==> src/rtl/mcp23s17_pkg.sv <==
// Shared types and constants for the MCP23S17 SPI master controller.
// Register constants are used by the bench and by software documentation.
package mcp23s17_pkg;

  typedef enum logic [2:0] {
    CS_IDLE  = 3'd0,
    CS_SETUP = 3'd1,
    SCK_LOW  = 3'd2,
    SCK_HIGH = 3'd3,
    CS_HOLD  = 3'd4,
    CS_GAP   = 3'd5
  } CtrlState;

  localparam logic [3:0] OPC_BASE   = 4'b0100;
  localparam int         FRAME_BITS = 24;

  localparam logic [7:0] IOCON = 8'h0A;
  localparam logic [7:0] IODIR = 8'h0F;

endpackage

==> src/rtl/cdc_synchron.sv <==
// Multi-stage flop synchroniser for a single asynchronous input bit.
module CDCSynchron #(
  parameter int STAGES = 2
) (
  input  logic sysClk,
  input  logic reset,
  input  logic async_i,
  output logic sync_o
);

  logic [STAGES-1:0] sync_r;

  // Shift the asynchronous input through the synchroniser chain.
  always_ff @(posedge sysClk or negedge reset) begin
    if (!reset) begin
      sync_r <= {STAGES{1'b0}};
    end else begin
      sync_r <= {sync_r[STAGES-2:0], async_i};
    end
  end

  assign sync_o = sync_r[STAGES-1];

endmodule

==> src/rtl/mcp23s17_master_ctrl_phase_timer.sv <==
// Phase timer: counts down CLK_DIV cycles per FSM state, flagging the last cycle.
module SpiPhaseTimer #(
  parameter int CLK_DIV = 4
) (
  input  logic sysClk,
  input  logic reset,
  input  logic load_i,
  output logic phase_end_o
);

  localparam int CNT_W = (CLK_DIV > 1) ? $clog2(CLK_DIV) : 1;
  localparam logic [CNT_W-1:0] RELOAD = CNT_W'(CLK_DIV - 1);

  logic [CNT_W-1:0] cnt_r;

  // Reload on each state change, otherwise count down and park at zero.
  always_ff @(posedge sysClk or negedge reset) begin
    if (!reset) begin
      cnt_r <= RELOAD;
    end else if (load_i) begin
      cnt_r <= RELOAD;
    end else if (cnt_r != {CNT_W{1'b0}}) begin
      cnt_r <= cnt_r - CNT_W'(1);
    end else begin
      cnt_r <= cnt_r;
    end
  end

  assign phase_end_o = (cnt_r == {CNT_W{1'b0}});

endmodule

==> src/rtl/mcp23s17_master_ctrl.sv <==
// SPI mode-0 master that frames one 3-byte MCP23S17 register access per start pulse.
// Reads return the third received byte on rd_data_o.
module mcp23s17_master_ctrl
  import mcp23s17_pkg::*;
#(
  parameter int         CLK_DIV = 4,
  parameter logic [2:0] HW_ADDR = 3'b000
) (
  input  logic       sysClk,
  input  logic       reset,
  input  logic       start_i,
  input  logic       rw_i,
  input  logic [7:0] reg_addr_i,
  input  logic [7:0] wr_data_i,
  output logic       busy_o,
  output logic       done_o,
  output logic [7:0] rd_data_o,
  output logic       spiClk_o,
  output logic       cs_o,
  output logic       mosi_o,
  input  logic       miso_i
);

  generate
    if (CLK_DIV < 4) begin : g_bad_clk_div
      $error("CLK_DIV must be at least 4 for the slave synchronisers");
    end
  endgenerate

  localparam logic [4:0] LAST_BIT = 5'(FRAME_BITS - 1);

  CtrlState    state_r;
  logic [23:0] tx_r;
  logic [7:0]  rx_r;
  logic [4:0]  bit_cnt_r;
  logic        rw_r;
  logic [23:0] frame_s;
  logic        load_s;
  logic        phase_end_s;
  logic        miso_sync_s;

  SpiPhaseTimer #(.CLK_DIV(CLK_DIV)) u_phase_timer (
    .sysClk      (sysClk),
    .reset       (reset),
    .load_i      (load_s),
    .phase_end_o (phase_end_s)
  );

  CDCSynchron #(.STAGES(2)) u_miso_sync (
    .sysClk  (sysClk),
    .reset   (reset),
    .async_i (miso_i),
    .sync_o  (miso_sync_s)
  );

  // Timer is held loaded in IDLE so the first phase starts at full length.
  always_comb begin
    load_s = 1'b0;
    if (state_r == CS_IDLE) begin
      load_s = 1'b1;
    end else begin
      load_s = phase_end_s;
    end
  end

  // Assemble opcode, address and data; reads clock out a zero data byte.
  always_comb begin
    frame_s = {OPC_BASE, HW_ADDR, rw_i, reg_addr_i, 8'h00};
    if (!rw_i) begin
      frame_s[7:0] = wr_data_i;
    end else begin
      frame_s[7:0] = 8'h00;
    end
  end

  // Transaction FSM with registered bus and handshake outputs.
  always_ff @(posedge sysClk or negedge reset) begin
    if (!reset) begin
      state_r   <= CS_IDLE;
      tx_r      <= 24'h000000;
      rx_r      <= 8'h00;
      bit_cnt_r <= 5'd0;
      rw_r      <= 1'b0;
      busy_o    <= 1'b0;
      done_o    <= 1'b0;
      rd_data_o <= 8'h00;
      spiClk_o  <= 1'b0;
      cs_o      <= 1'b1;
      mosi_o    <= 1'b0;
    end else begin
      done_o <= 1'b0;
      case (state_r)
        CS_IDLE: begin
          if (start_i) begin
            tx_r      <= frame_s;
            rw_r      <= rw_i;
            bit_cnt_r <= 5'd0;
            mosi_o    <= frame_s[23];
            cs_o      <= 1'b0;
            busy_o    <= 1'b1;
            state_r   <= CS_SETUP;
          end
        end
        CS_SETUP: begin
          if (phase_end_s) begin
            state_r <= SCK_LOW;
          end
        end
        SCK_LOW: begin
          if (phase_end_s) begin
            spiClk_o <= 1'b1;
            state_r  <= SCK_HIGH;
          end
        end
        SCK_HIGH: begin
          if (phase_end_s) begin
            rx_r      <= {rx_r[6:0], miso_sync_s};
            tx_r      <= {tx_r[22:0], 1'b0};
            bit_cnt_r <= bit_cnt_r + 5'd1;
            spiClk_o  <= 1'b0;
            if (bit_cnt_r == LAST_BIT) begin
              state_r <= CS_HOLD;
            end else begin
              // MOSI only changes on entry to SCK_LOW (mode 0 setup edge).
              mosi_o  <= tx_r[22];
              state_r <= SCK_LOW;
            end
          end
        end
        CS_HOLD: begin
          if (phase_end_s) begin
            cs_o   <= 1'b1;
            done_o <= 1'b1;
            if (rw_r) begin
              rd_data_o <= rx_r;
            end
            state_r <= CS_GAP;
          end
        end
        CS_GAP: begin
          if (phase_end_s) begin
            busy_o  <= 1'b0;
            state_r <= CS_IDLE;
          end
        end
        default: begin
          state_r  <= CS_IDLE;
          busy_o   <= 1'b0;
          spiClk_o <= 1'b0;
          cs_o     <= 1'b1;
        end
      endcase
    end
  end

endmodule

==> config.mk <==
export PLATFORM = sky130hd
export DESIGN_NAME = mcp23s17_master_ctrl
export DESIGN_NICKNAME = d
export VERILOG_FILES = /design/src/rtl/mcp23s17_pkg.sv /design/src/rtl/cdc_synchron.sv /design/src/rtl/mcp23s17_master_ctrl_phase_timer.sv /design/src/rtl/mcp23s17_master_ctrl.sv
export SDC_FILE = /design/constraint.sdc
export NUM_CORES = 1
export LEC_CHECK = 0
export BUFFER_PORTS_ARGS = -buffer_cell sky130_fd_sc_hd__clkbuf_2
export CORE_MARGIN = 10
export CORE_UTILIZATION = 33
export CTS_BUF_LIST = sky130_fd_sc_hd__clkbuf_4 sky130_fd_sc_hd__clkbuf_8 sky130_fd_sc_hd__clkbuf_16
export DETAILED_ROUTE_END_ITERATION = 10
export GPL_TIMING_DRIVEN = 0
export MAX_ROUTING_LAYER = met4
export PLACE_DENSITY = 0.63
export SYNTH_ARGS = -nofsm -noshare
export SYNTH_HDL_FRONTEND = slang
export SYNTH_SLANG_ARGS = --single-unit
==> constraint.sdc <==
create_clock -name sysClk -period 3.25 [get_ports sysClk]
set_input_delay 0.65 -clock sysClk [delete_from_list [all_inputs] [get_ports sysClk]]
set_output_delay 0.65 -clock sysClk [all_outputs]
set_load 0.05 [all_outputs]
* Word-level counts from Yosys, hierarchy flattened
Index checks and enable logic that the tools add are counted.
Storage, ports and cells: bits of input ports 21, register bits after elaboration 57, output and inout bits 13
Operators by class: bitwise logic cells 3, add/sub/neg operators 2, muxes and demuxes 30, reduce and logical (&&, ||, !) cells 17, equality and inequality tests 13
Operators with widths (number):
- $mux W23 | 2
- $pmux W23 S2 | 1
- $mux W3 | 7
- $pmux W3 S6 | 1
- $reduce_and A3 Y1 | 5
- $ne A2 B2 Y1 const B | 7
- $reduce_or A4 Y1 | 3
- $mux W5 | 2
- $pmux W5 S2 | 1
- $mux W1 | 9
- $pmux W1 S3 | 3
- $mux W8 | 1
- $eq A3 B2 Y1 const B | 2
- $eq A3 B3 Y1 const B | 2
- $reduce_and A6 Y1 | 1
- $reduce_bool A2 Y1 | 3
- $add A5 B1 Y5 const B | 1
- $eq A5 B5 Y1 const B | 1
- $mux W2 | 2
- $reduce_and A2 Y1 | 2
- $reduce_and A4 Y1 | 1
- $eq A3 B1 Y1 const B | 1
- $logic_not A3 Y1 | 1
- $not A1 Y1 | 3
- other kinds (3) | 3

* Logic depth before layout (Yosys ltp)
depth after elaboration 4, mapped depth 8

* Hierarchy
Synthesis repeated with hierarchy kept, for this count alone.
Second synthesis, totals: cell total of the unflattened synthesis 236, area total of the unflattened synthesis 2577.5 um^2
Modules (own cells, without submodules):
- mcp23s17_master_ctrl | seq. area each 1327.5 um^2, area each 2427.3 um^2, cells an instance 225, instances 1
- SpiPhaseTimer | seq. area each 52.6 um^2, area each 100.1 um^2, cells an instance 9, instances 1
- CDCSynchron | seq. area each 50.0 um^2, area each 50.0 um^2, cells an instance 2, instances 1

* Worst setup path before layout
OpenSTA, ideal clock, no wires.
path type register to register, from register u_phase_timer.cnt_r[0], to register bit_cnt_r[1], setup slack 1.614 ns, data required time 3.129 ns, data arrival time 1.515 ns, path buffers 2, cell stages (with the launch flop) 7, cell sequence dfstp_2 inv_1 ha_1 and4b_1 buf_4 buf_2 a22o_1
On the way: cells in the longest elaborated chain, start to end 3
RTL lines:
- start, declared | line mcp23s17_master_ctrl_phase_timer.sv:14 | logic [CNT_W-1:0] cnt_r;
- start signal, assigned | line mcp23s17_master_ctrl_phase_timer.sv:23 | cnt_r <= cnt_r - CNT_W'(1);
- start signal, assigned | line mcp23s17_master_ctrl_phase_timer.sv:25 | cnt_r <= cnt_r;
- $logic_not A2 Y1 | line mcp23s17_master_ctrl_phase_timer.sv:29 | assign phase_end_o = (cnt_r == {CNT_W{1'b0}});
- $ne A2 B2 Y1 (no line)
- $reduce_and A3 Y1 (no line)
- end signal, assigned | line mcp23s17_master_ctrl.sv:119 | bit_cnt_r <= bit_cnt_r + 5'd1;
- end, declared | line mcp23s17_master_ctrl.sv:35 | logic [4:0] bit_cnt_r;
Every way passes these cells. A chain may end at the register's enable or synchronous reset.

* Final worst setup path
from register u_phase_timer.cnt_r[0], to register tx_r[12]
On the way: cells in the longest elaborated chain, start to end 3
RTL lines:
- $logic_not A2 Y1 | line mcp23s17_master_ctrl_phase_timer.sv:29
- $ne A2 B2 Y1 (no line)
- $reduce_and A3 Y1 (no line)
- end signal, assigned | line mcp23s17_master_ctrl.sv:95 | tx_r <= frame_s;
- end signal, assigned | line mcp23s17_master_ctrl.sv:118 | tx_r <= {tx_r[22:0], 1'b0};
- end, declared | line mcp23s17_master_ctrl.sv:33 | logic [23:0] tx_r;
Every way passes these cells.

==> flow_summary.yaml <==
timing:
  holdWs_ps: 363.3
  drv_slew: 0
  worstMarginPinSlew_ps: 779.2
  finalCritPeriodShare_pct: 55.39
  fin_crit_ps: 1800
  skew_ps: 10.63
  fin_tns_setup_ps: 0
  hold_viol: 0
  rsz0062_at_grt: "no"
  max_freq_mhz: 555.5
  setup_viol: 0
  postLayoutSetupSlackWorst_ps: 1450
  relSlewSlack_pct: 48.05
final_layout:
  diodes: 0
  syn_to_final_growth_pct: 18.52
  layout.nets: 303
  final_util_pct: 40.85
  drive_above_1_share_pct: 27.72
  stdcell_count: 384
synth:
  syn-cell-area_um2: 2540
  synth_cell_types: 38
  synthTopCellsByArea: "dfrtp_1 53%, nand2_1 7.8%, mux2_2 3.5%"
  ys_warn_count: 0
  seq_area_frac_synth_pct: 56.31
  avgSynthCellArea_um2: 10.72
  ys.flop_type: "dfrtp_1"
  synth_edf_count: 0
  synthCells: 237
  ys_ff_latch: 57
  synthArstFlopShare_pct: 100.0
  syn-num-nets: 260
  synth_top_area_share_pct: 53.20
  yosysTopAreaCell: "dfrtp_1"
worst_setup_path:
  path_common_cell: "buf_4"
  worst_path_largest_cell_delay_ps: 530
  critical_path.max_fanout: 10
  worstPathRequired_ps: 3460
  crit_chain: "inv_1 -> ha_1 -> and4b_1 -> buf_4 -> nor2_8 -> buf_4 -> o21ai_1"
  path_class: "flip-flop to flip-flop"
  critPathTopFamily: "flip-flops"
  worst-path-buf-inv: 3
  cpMaxStageDelayCell: "dfstp_2"
  crit_start: "u_phase_timer.cnt_r[0]"
  rr_startpoint: "u_phase_timer.cnt_r[0]"
  crit_arrival_ps: 2010
  start_kind: "flip-flop"
  setup.worst_path.end_class: "flip-flop"
placed_design:
  hpwl_um: 3611
  post-place-cells: 368
  post-place-ws_ps: 1460
  io_buffers: 32
  gp_congestion: 0.7491
power:
  seq_power_share_pct: 42.8
  switchingPower_uw: 907.6
  clock_power_share_pct: 23.9
  power_leakage_nw: 1.483
  p_int_mw: 1.637
  p_comb_share_pct: 33.2
  power.density_nw_per_um2: 845.3
  p_sw_share_pct: 35.67
  peakVddDrop_mv: 0.3087
cts:
  numCtsBuffers: 9
  clock-sinks: 57
  root_buffer: "clkbuf_8"
  insertion_delay_ps: 340
  cts_tree: "yes"
  hold_buffers: 0
  post_cts_buffers: 0
  ctsResizeCount: 0
  cts.path.max_buffers: 2
  cts.reportedPaths.clkPinSlew_ps: 60
  htree_levels: 3
drt:
  drc_errors: 0
  drt-total-wl_um: 5250
  firstDrtPassIters: 4
  route.met2.wl_um: 2296
  wl_met1_um: 2543
  wl_per_cell_um: 13.67
  ant_nets: 0
  dr_wl_met3_um: 361
  drt_iter0_drc: 82
  viasPerCell: 4.656
  topRoutingLayerUsed: "met4"
  num_vias: 1788
floorplan:
  design.core.area_um2: 7370
  die_h_um: 107.7
  rows: 31
  die_area_um2: 11610
  num_io_pins: 34
  initial_core_util_pct: 34.47
  fp.dieW_um: 107.7
grt:
  grt_pass1_vias: 1831
  grt_max_degree: 58
  overflow: 0
  antenna_found_initial: 0
  grt_use_total_pct: 9.900
  grt_first_pass_wirelength_um: 8949
run:
  maxCapViolations: 0
min_path:
  min-delay-start: "u_miso_sync.sync_r[0]"
  hold_class: "flip-flop to flip-flop"
run_status:
  outcome: "completed"
[power by group through the flow]
| stage | Combinational [mW] | Clock (mW) | Sequential, mW |
|---|---|---|---|
| 2_1_floorplan | 0.633 | 0 | 1.11 |
| 3_3_place_gp | 0.836 | 0 | 1.09 |
| 3_5_place_dp | 0.860 | 0 | 1.10 |
| 4_1_cts | 0.860 | 0.633 | 1.09 |
| 5_1_grt | 0.954 | 0.672 | 1.12 |
| 6_report | 0.846 | 0.609 | 1.09 |
[cells in the final DEF, fill, tap and decap left out, types with 3 or more instances in the layout]
cell / count
o21ai_0: 6
dfrtp_1: 54
nor3_1: 4
inv_1: 7
dfstp_2: 3
mux2_2: 8
a21oi_1: 13
buf_6: 6
a22o_1: 5
mux2i_1: 8
clkbuf_4: 3
clkbuf_2: 31
nor3b_1: 3
nor2_1: 10
nand3b_1: 4
nand2_1: 53
nor3b_2: 4
clkbuf_8: 11
buf_2: 5
o21ai_1: 17
[cells by family after synthesis]
logic type	after synthesis	share of synthesized area (%)
mux	16	6.700
fa+ha+maj	2	0.9851
flops	57	56.31
compound gates	50	11.68
buf+inv	22	5.566
xor+xnor	1	0.3449
simple gates	89	18.42
[final timing paths]
check | to | depth (start not counted) | slack (ps)
worst max-delay path | tx_r[12] | 7 | 1450
worst min-delay path | u_miso_sync.sync_r[1] | 0 | 360
worst max register to register | tx_r[12] | 7 | 1450
worst min register to register | u_miso_sync.sync_r[1] | 0 | 360
max in group asynchronous | rd_data_o[4] | 1 | 2320
min in group asynchronous | tx_r[4] | 1 | 410
[flip-flops by register name, summed over array words and instances (netlist names), 2 cells and up]
signal,cells
u_miso_sync.sync_r,2
state_r,3
bit_cnt_r,5
tx_r,23
u_phase_timer.cnt_r,2
rd_data_o,8
rx_r,8
[per-layer routing]
| metal | up-vias | track usage [%] |
|---|---|---|
| met5 | - | - |
| met4 | 0 | 3.149 |
| met3 | 7 | 4.850 |
| met2 | 41 | 13.79 |
| met1 | 840 | 12.24 |
| li1 | 900 | - |
[synth_stat cells (2+ instances only)]
cell / instances
nand2_1: 53
dfrtp_1: 54
nor3b_1: 3
nor3_1: 4
mux2i_1: 8
o21ai_1: 17
buf_2: 5
nor2_1: 10
o21ai_0: 6
a21oi_1: 13
inv_1: 7
o2bb2ai_1: 2
nand3b_1: 4
a22o_1: 5
buf_4: 2
mux2_2: 8
dfstp_2: 3
and4b_1: 2
nor3b_2: 4
ha_1: 2
nand4_1: 2
o22ai_1: 2
buf_6: 6
[through the flow]
step / total power [mW] / area (um2)
after floorplan: 1.744 / 2540
after global placement: 1.930 / 2824
after detailed placement: 1.959 / 2826
after CTS: 2.583 / 3010
after global routing: 2.749 / 3010
final: 2.545 / 3010
[worst register-to-register path, cell delays in order, from the launching register on]
cell,delay (ps)
dfstp_2,530
inv_1,40
ha_1,280
and4b_1,200
buf_4,170
nor2_8,180
buf_4,200
o21ai_1,90
[layout make-up]
| type | count | area [um2] |
|---|---|---|
| Inverter | 7 | 26.28 |
| Tap cell | 99 | 123.9 |
| Buffer | 15 | 115.1 |
| Fill cell | 756 | 4359 |
| Clock buffer | 13 | 166.4 |
| Multi-Input combinational cell | 158 | 968.4 |
| Clock inverter | 3 | 17.52 |
| Timing Repair Buffer | 32 | 162.7 |
| Sequential cell | 57 | 1430 |
Power figures use the tool's default switching activity.
